## src/rtl/inst_fetch_responder_pkg.sv

```systemverilog
// Shared constants and fill FSM encoding for the instruction fetch responder.
package inst_fetch_responder_pkg;

    localparam int          IFR_ADDR_W = 32;
    localparam logic [31:0] IFR_NOP    = 32'h0000_0013;

    typedef enum logic [2:0] {
        IDLE    = 3'd0,
        W0_REQ  = 3'd1,
        W0_RESP = 3'd2,
        W1_REQ  = 3'd3,
        W1_RESP = 3'd4
    } fill_state_e;

endpackage

```

## src/rtl/inst_fetch_responder_if.sv

```systemverilog
// Word-wide req/ack/rvalid instruction memory port.
interface inst_fetch_responder_if #(
    parameter int ADDR_W = 32
);

    logic              mem_req;
    logic [ADDR_W-1:0] mem_addr;
    logic              mem_ack;
    logic              mem_rvalid;
    logic [31:0]       mem_rdata;

    modport master (
        output mem_req, mem_addr,
        input  mem_ack, mem_rvalid, mem_rdata
    );

    modport slave (
        input  mem_req, mem_addr,
        output mem_ack, mem_rvalid, mem_rdata
    );

endinterface

```

## src/rtl/inst_fetch_responder_fsm.sv

```systemverilog
// Two-beat doubleword fill sequencer with redirect handling and fill counter.
module inst_fetch_responder_fsm
    import inst_fetch_responder_pkg::*;
#(
    parameter int          ADDR_W       = IFR_ADDR_W,
    parameter logic [31:0] MISS_CNT_RST = 32'd0
) (
    input  logic              clk,
    input  logic              rst,
    input  logic              hit,
    input  logic [ADDR_W-4:0] fetch_tag,
    input  logic              mem_ack,
    input  logic              mem_rvalid,
    output logic              mem_req,
    output logic [ADDR_W-1:0] mem_addr,
    output logic [ADDR_W-4:0] fa,
    output logic              buf_clr,
    output logic              hi_we,
    output logic              fill_done,
    output logic [31:0]       miss_cnt
);

    fill_state_e       state;
    fill_state_e       state_n;
    logic [ADDR_W-4:0] fa_n;
    logic              moved;
    logic              hi_word;

    assign moved    = fetch_tag != fa;
    assign hi_word  = (state == W1_REQ) || (state == W1_RESP);
    assign mem_addr = {fa, hi_word, 2'b00};

    always_ff @(posedge clk) begin
        if (rst) begin
            state    <= IDLE;
            fa       <= '0;
            miss_cnt <= MISS_CNT_RST;
        end else begin
            state <= state_n;
            fa    <= fa_n;
            if (fill_done)
                miss_cnt <= miss_cnt + 32'd1;
        end
    end

    // Accepted requests are never cancelled: a redirect is only acted on
    // before the ack, or when the matching response finally arrives.
    always_comb begin
        state_n   = state;
        fa_n      = fa;
        mem_req   = 1'b0;
        buf_clr   = 1'b0;
        hi_we     = 1'b0;
        fill_done = 1'b0;
        unique case (state)
            IDLE: begin
                if (!hit) begin
                    fa_n    = fetch_tag;
                    buf_clr = 1'b1;
                    state_n = W0_REQ;
                end
            end
            W0_REQ: begin
                mem_req = 1'b1;
                if (mem_ack)
                    state_n = W0_RESP;
                else if (moved)
                    fa_n = fetch_tag;
            end
            W0_RESP: begin
                if (mem_rvalid) begin
                    if (moved) begin
                        fa_n    = fetch_tag;
                        state_n = W0_REQ;
                    end else begin
                        hi_we   = 1'b1;
                        state_n = W1_REQ;
                    end
                end
            end
            W1_REQ: begin
                mem_req = 1'b1;
                if (mem_ack) begin
                    state_n = W1_RESP;
                end else if (moved) begin
                    fa_n    = fetch_tag;
                    state_n = W0_REQ;
                end
            end
            W1_RESP: begin
                if (mem_rvalid) begin
                    if (moved) begin
                        fa_n    = fetch_tag;
                        state_n = W0_REQ;
                    end else begin
                        fill_done = 1'b1;
                        state_n   = IDLE;
                    end
                end
            end
            default: state_n = IDLE;
        endcase
    end

endmodule

```

## src/rtl/inst_fetch_responder.sv

```systemverilog
// IF fetch port responder: one-entry doubleword buffer with zero-latency hits
// and a two-beat refill from word-wide instruction memory.
module inst_fetch_responder
    import inst_fetch_responder_pkg::*;
#(
    parameter int          ADDR_W       = IFR_ADDR_W,
    parameter logic [31:0] NOP_INST     = IFR_NOP,
    parameter logic [31:0] MISS_CNT_RST = 32'd0
) (
    input  logic                    clk,
    input  logic                    rst,
    input  logic [ADDR_W-1:0]       fetch_addr,
    output logic [63:0]             inst_out,
    output logic                    stall,
    inst_fetch_responder_if.master  mem,
    output logic [31:0]             miss_cnt
);

    logic [63:0]       buf_data;
    logic [ADDR_W-4:0] buf_tag;
    logic              buf_valid;
    logic [ADDR_W-4:0] fetch_tag;
    logic [ADDR_W-4:0] fa;
    logic              hit;
    logic              buf_clr;
    logic              hi_we;
    logic              fill_done;
    logic              unused_low;

    assign fetch_tag  = fetch_addr[ADDR_W-1:3];
    assign unused_low = ^fetch_addr[2:0];

    assign hit      = !rst && buf_valid && (buf_tag == fetch_tag);
    assign stall    = !hit;
    assign inst_out = hit ? buf_data : {NOP_INST, NOP_INST};

    // The high half doubles as staging for the first beat; buf_valid is
    // already low for the whole fill, so it is never observed half-written.
    always_ff @(posedge clk) begin
        if (rst) begin
            buf_valid <= 1'b0;
            buf_tag   <= '0;
            buf_data  <= '0;
        end else begin
            if (buf_clr)
                buf_valid <= 1'b0;
            if (hi_we)
                buf_data[63:32] <= mem.mem_rdata;
            if (fill_done) begin
                buf_data[31:0] <= mem.mem_rdata;
                buf_tag        <= fa;
                buf_valid      <= 1'b1;
            end
        end
    end

    inst_fetch_responder_fsm #(
        .ADDR_W       (ADDR_W),
        .MISS_CNT_RST (MISS_CNT_RST)
    ) u_fsm (
        .clk        (clk),
        .rst        (rst),
        .hit        (hit),
        .fetch_tag  (fetch_tag),
        .mem_ack    (mem.mem_ack),
        .mem_rvalid (mem.mem_rvalid),
        .mem_req    (mem.mem_req),
        .mem_addr   (mem.mem_addr),
        .fa         (fa),
        .buf_clr    (buf_clr),
        .hi_we      (hi_we),
        .fill_done  (fill_done),
        .miss_cnt   (miss_cnt)
    );

endmodule
```

## src/flat_wrapper.sv

```systemverilog
// flat-port wrapper written by rule: the top's interface ports become plain ports
module inst_fetch_responder_flat import inst_fetch_responder_pkg::*;
#(
    parameter int          ADDR_W       = IFR_ADDR_W,
    parameter logic [31:0] NOP_INST     = IFR_NOP,
    parameter logic [31:0] MISS_CNT_RST = 32'd0
)
  (clk, rst, fetch_addr, inst_out, stall, miss_cnt, mem_mem_req, mem_mem_addr, mem_mem_ack, mem_mem_rvalid, mem_mem_rdata);
  inst_fetch_responder_if #(.ADDR_W(ADDR_W)) mem_i ();
  input  logic clk;
  input  logic rst;
  input  logic [ADDR_W-1:0] fetch_addr;
  output logic [63:0] inst_out;
  output logic stall;
  output logic [31:0] miss_cnt;
  output wire logic [$bits(mem_i.mem_req)-1:0] mem_mem_req;
  output wire logic [$bits(mem_i.mem_addr)-1:0] mem_mem_addr;
  input wire logic [$bits(mem_i.mem_ack)-1:0] mem_mem_ack;
  input wire logic [$bits(mem_i.mem_rvalid)-1:0] mem_mem_rvalid;
  input wire logic [$bits(mem_i.mem_rdata)-1:0] mem_mem_rdata;
  assign mem_mem_req = mem_i.mem_req;
  assign mem_mem_addr = mem_i.mem_addr;
  assign mem_i.mem_ack = mem_mem_ack;
  assign mem_i.mem_rvalid = mem_mem_rvalid;
  assign mem_i.mem_rdata = mem_mem_rdata;
  inst_fetch_responder #(.ADDR_W(ADDR_W), .NOP_INST(NOP_INST), .MISS_CNT_RST(MISS_CNT_RST)) u_core (.clk(clk), .rst(rst), .fetch_addr(fetch_addr), .inst_out(inst_out), .stall(stall), .mem(mem_i), .miss_cnt(miss_cnt));
endmodule
```

## config.mk

```make
export PLATFORM = sky130hd
export DESIGN_NAME = inst_fetch_responder_flat
export DESIGN_NICKNAME = d
export VERILOG_FILES = /design/src/rtl/inst_fetch_responder_pkg.sv /design/src/rtl/inst_fetch_responder_if.sv /design/src/rtl/inst_fetch_responder_fsm.sv /design/src/rtl/inst_fetch_responder.sv /design/src/flat_wrapper.sv
export SDC_FILE = /design/constraint.sdc
export NUM_CORES = 1
export LEC_CHECK = 0
export ABC_AREA = 1
export ABC_CLOCK_PERIOD_IN_PS = 1500
export BUFFER_PORTS_ARGS = -buffer_cell sky130_fd_sc_hd__buf_2
export CAP_MARGIN = 0
export CORE_MARGIN = 1.5
export CORE_UTILIZATION = 51
export CTS_BUF_LIST = sky130_fd_sc_hd__clkbuf_2
export CTS_CLUSTER_DIAMETER = 40
export DETAILED_ROUTE_END_ITERATION = 6
export PLACE_DENSITY = 0.79
export REMOVE_ABC_BUFFERS = 1
export SLEW_MARGIN = 20
export SYNTH_ARGS = -nofsm -noshare
export SYNTH_HDL_FRONTEND = slang
export SYNTH_SLANG_ARGS = --single-unit
```

## constraint.sdc

```tcl
create_clock -name clk -period 1.5 [get_ports clk]
set_input_delay 0.075 -clock clk [delete_from_list [all_inputs] [get_ports clk]]
set_output_delay 0.075 -clock clk [all_outputs]
set_load 0.02 [all_outputs]
```

==> results of run 1 <==
==> kinds of logic after synthesis <==
| logic type | count (synthesis) |
|---|---|
| AO/OA/AOI/OAI | 185 |
| buffers and inverters | 239 |
| AND/OR/NAND/NOR | 700 |
| other | 1 |
| adder cells (fa/ha/maj) | 1 |
| XOR/XNOR | 41 |
| flip-flops | 158 |
==> timing repair <==
action,CTS
cloned,21
endpoints found under the setup margin,284
resized for setup,210
pin swaps,32
buffers inserted,30
hold buffers,69
hold endpoints to repair,116
==> stage by stage <==
step	hold WS (ns)	TNS (ns)
2_1_floorplan	0.144	-250.76
3_3_place_gp	0.301	-64.01
3_5_place_dp	0.306	-72.00
4_1_cts	0.000695	-131.74
==> cell usage after synthesis <==
cell / n / area (µm²)
a21oi_1: 65 / 325
a21oi_2: 51 / 447
and3_1: 1 / 6.26
buf_1: 8 / 30.0
buf_2: 15 / 75.1
buf_4: 6 / 45.0
buf_6: 6 / 67.6
clkbuf_1: 34 / 128
clkinv_4: 1 / 8.76
conb_1: 1 / 3.75
dfxtp_1: 158 / 3160
ha_1: 1 / 12.5
inv_1: 166 / 623
inv_2: 3 / 11.3
nand2_1: 360 / 1350
nand2_2: 3 / 18.8
nand3_1: 24 / 120
nand3_2: 2 / 20.0
nand3b_1: 6 / 45.0
nand4_1: 67 / 419
nor2_1: 222 / 833
nor2_2: 1 / 6.26
nor2_4: 1 / 11.3
nor3_1: 11 / 55.1
o21a_1: 59 / 443
o21ai_0: 7 / 35.0
o21ai_1: 2 / 10.0
o22ai_1: 1 / 6.26
or2_2: 2 / 12.5
xnor2_1: 29 / 254
xor2_1: 12 / 105
==> metal layers <==
layer	global-route usage (%)	GRT overflow
met2	103	206
met4	98.0	141
met5	18.6	0
met1	83.6	3
met3	74.3	4
==> reports/metrics.csv, run 1 <==
metric,value,unit
synthCells,1325,
ys_ff_latch,158,
worst_path_end_type,primary output,
ys_warn_count,0,
io_pins,198,
initial_utilization,52.2,%
yosysUniqueCellTypes,31,
error,[ERROR GRT-0232] Routing congestion too high. Check the congestion heatmap in the GUI.,
synth-simple-area-share,33.4,%
portBuffers,192,
dp.cells,1851,
numCtsBuffers,17,
dp.final_hpwl,19000,µm
place_congestion,0.928,
cts-root-buf,clkbuf_2,
syn_area_per_cell,6.56,µm²
synth_compound_area_share,14.6,%
cts.sinks,158,
synth_top_family_by_area,simple AND/OR/NAND/NOR gates,
track_usage,87.1,%
grt-worst-endpoint,inst_out[48],
ys_seq_area_share,36.4,%
syn_area,0.00869,mm²
synthAdderAreaFrac,0.144,%
dpl_cell_area,0.0111,mm²
grt_max_degree,81,
synthMuxAreaShare,0,%
failing_step,global routing,
die_y,134,µm
status,did not finish,
synth_xor_area_share,4.13,%
dp_slack,-0.428,ns
rows,47,
gr-total-overflow,354,
die_w,134,µm
clk_path_buf_depth,2,
h-tree-depth,4,
==> inputs of run 2 (changes only) <==
- ABC_CLOCK_PERIOD_IN_PS: 1500 -> 2000
- CORE_UTILIZATION: 51 -> 40
- CTS_BUF_LIST: sky130_fd_sc_hd__clkbuf_2 -> unset
- CTS_CLUSTER_DIAMETER: 40 -> unset
- PLACE_DENSITY: 0.79 -> unset
- PLACE_DENSITY_LB_ADDON: unset -> 0.15
- clock period: 1.5 -> 2 ns (I/O delays scaled with it)
==> reports/metrics.csv, run 2 <==
metric,value,unit
grt_util_met2,38.6,%
synthArstFlopShare,0,%
yosysMostFrequentCell,nand2_1,
synthCells,1325,
post-route-min-period,2.20,ns
critical_path_arrival,2.10,ns
gr-total-overflow,0,
r2r_slack,-0.03,ns
worstReg2RegEnd,u_core.u_fsm.state[0],
initial_utilization,41.1,%
power.density,623,mW/mm²
ys_warn_count,0,
path_class,flip-flop to output port,
dp.final_hpwl,17700,µm
tritoncts,yes,
max_freq,0.454,GHz
busiest_layer,met2,
ys.flop_type,dfxtp_1,
finalSetupViolCount,66,
nets,1666,
hold_viol_final,0,
routedWlPerCell,15.9,µm
worstReg2RegStart,u_core.buf_tag[6],
dieArea,0.0226,mm²
startpoint_type,flip-flop,
cp.required,1.90,ns
violations,negative setup slack,
track_usage,23.9,%
worst_slew_pin_slew,0.868,ns
min_to,u_core.u_fsm.fa[12],
ys_seq_area_share,36.4,%
ys_ff_latch,158,
route.vias.total,9442,
setup_slack,-0.201,ns
maxSlewViolCount,0,
coreArea,0.0212,mm²
min-delay-start,fetch_addr[15],
dp.cells,1767,
use_met3,6.00,%
yosysUniqueCellTypes,31,
drv_cap,0,
synth_edf_count,0,
max_slew_margin,42.1,%
cts-root-buf,clkbuf_16,
final_common_cell,nand2_1,
die_w,150,µm
numCtsBuffers,17,
ant_nets,0,
reg_top3,"u_core.buf_data: 64 flops, u_core.u_fsm.miss_cnt: 32 flops",
setup.worst_path.end_class,output port,
cts.sinks,158,
cp_max_fo,8,
whs_path_depth,3,
portBuffers,192,
viasPerCell,5.00,
whs,0.00539,ns
first_global_vias,8433,
rsz0062_at_grt,true,
mostFrequentLayoutCells,"nand2_1 (333), nor2_1 (163), inv_1 (153)",
syn_area,0.00869,mm²
grt_max_degree,69,
final_util,59.7,%
synth_top_area_share,36.4,%
syn_area_per_cell,6.56,µm²
layout-drive-gt1-share,30.6,%
hold_class,input pin to flip-flop,
dr.pass1.iters,5,
nFillCells,1962,
drcViolationCount,0,
final_cell_count_no_fill,1887,
area_growth,45.3,%
io_pins,198,
fin_crit_sh,110,%
irDropWorstVdd,578,µV
largest_reg_flops,64,
p_leak,0.00546,µW
drtIter0Drc,598,
regMostFlops,u_core.buf_data,
clk_latency,0.44,ns
skew,0.0120,ns
synth_area_leaders,"dfxtp_1 (36%), nand2_1 (16%), nor2_1 (9.6%)",
grt_pass1_wl,42800,µm
antenna_found_initial,1,
die_y,150,µm
clk_path_buf_depth,2,
status,"complete, but fails checks",
rows,53,
place_congestion,0.897,
path_clk_slew,0.07,ns
synth_common_cells,"nand2_1 (360), nor2_1 (222), inv_1 (166)",
grtUsageMet1,31.6,%
worstRegToRegCells,14,
h-tree-depth,4,
yosysTopAreaCell,dfxtp_1,
wl,30000,µm
[run 2: worst max-delay path, cell delays in order, from the launching register on]
cell and delay [ns]:
dfxtp_1 0.34, inv_1 0.07, nand2_1 0.11, nand4_1 0.11, nor2_1 0.16, nand2_2 0.08, nor2_4 0.18, nand2_8 0.14
clkbuf_16 0.21, nor2_1 0.11, buf_4 0.15
[run 2: layout make-up]
| class | count | area (µm²) | share of cell area (%) |
|---|---|---|---|
| antenna | 2 | 5.00 | 0.0396 |
| multi-input combinational | 930 | 5000 | 39.6 |
| tap | 275 | 344 | 2.72 |
| timing repair buffer | 320 | 2810 | 22.2 |
| clock inverter | 14 | 180 | 1.43 |
| clock buffer | 18 | 439 | 3.48 |
| inverter | 170 | 654 | 5.18 |
| sequential | 158 | 3200 | 25.4 |
[run 2: worst max-delay path by stage]
stage | start | to | slack [ns] | cells after the start
global route | u_core.buf_tag[6] | inst_out[43] | -0.29 | 10
CTS | u_core.buf_tag[14] | inst_out[20] | -0.15 | 9
floorplan | u_core.u_fsm.fa[23] | u_core.buf_tag[11] | -1.06 | 12
finish | u_core.buf_tag[6] | inst_out[12] | -0.20 | 10
global placement | u_core.u_fsm.fa[14] | u_core.buf_tag[21] | 0.1 | 12
detailed placement | u_core.u_fsm.fa[14] | u_core.buf_data[23] | 0.06 | 12
[run 2: cell families (layout without fill, tap and decap cells)]
logic type	count (synthesis)	count (layout)	share of synthesized area, %
xor+xnor	41	41	4.13
simple gates	700	701	33.4
flops	158	158	36.4
other cells	1	4	0.0431
compound gates	185	185	14.6
buf+inv	239	522	11.4
fa+ha+maj	1	1	0.144
[run 2: layer usage]
metal | wire, µm | vias to the layer above
met5 | 0 | -
met1 | 13400 | 4441
met4 | 386 | 0
met2 | 14100 | 272
met3 | 2100 | 30
li1 | - | 4699
[run 2: power breakdown]
group | switching [µW] | internal, µW
logic | 634 | 433
registers | 74.8 | 3230
clock network | 1470 | 2020
[run 2: metrics by stage]
stage	power (µW)	TNS [ns]	instance area [µm²]	setup WS, ns
after detailed placement	4280	0	10100	0.0609
after floorplan	3830	-145.75	8350	-1.06
after CTS	7860	-7.61	11700	-0.154
after global placement	4270	0	10100	0.0981
after global routing	8170	-15.43	12600	-0.286
final	7860	-10.30	12600	-0.201
[run 2: repair_timing]
action                     CTS  global route
gates resized for setup    122           170
pin swaps                    3            37
hold endpoints to repair    91             0
setup endpoints to repair   65           190
cloned                       2            14
buffers inserted             2             9
hold buffers                59             0
Power figures use the tool's default switching activity.
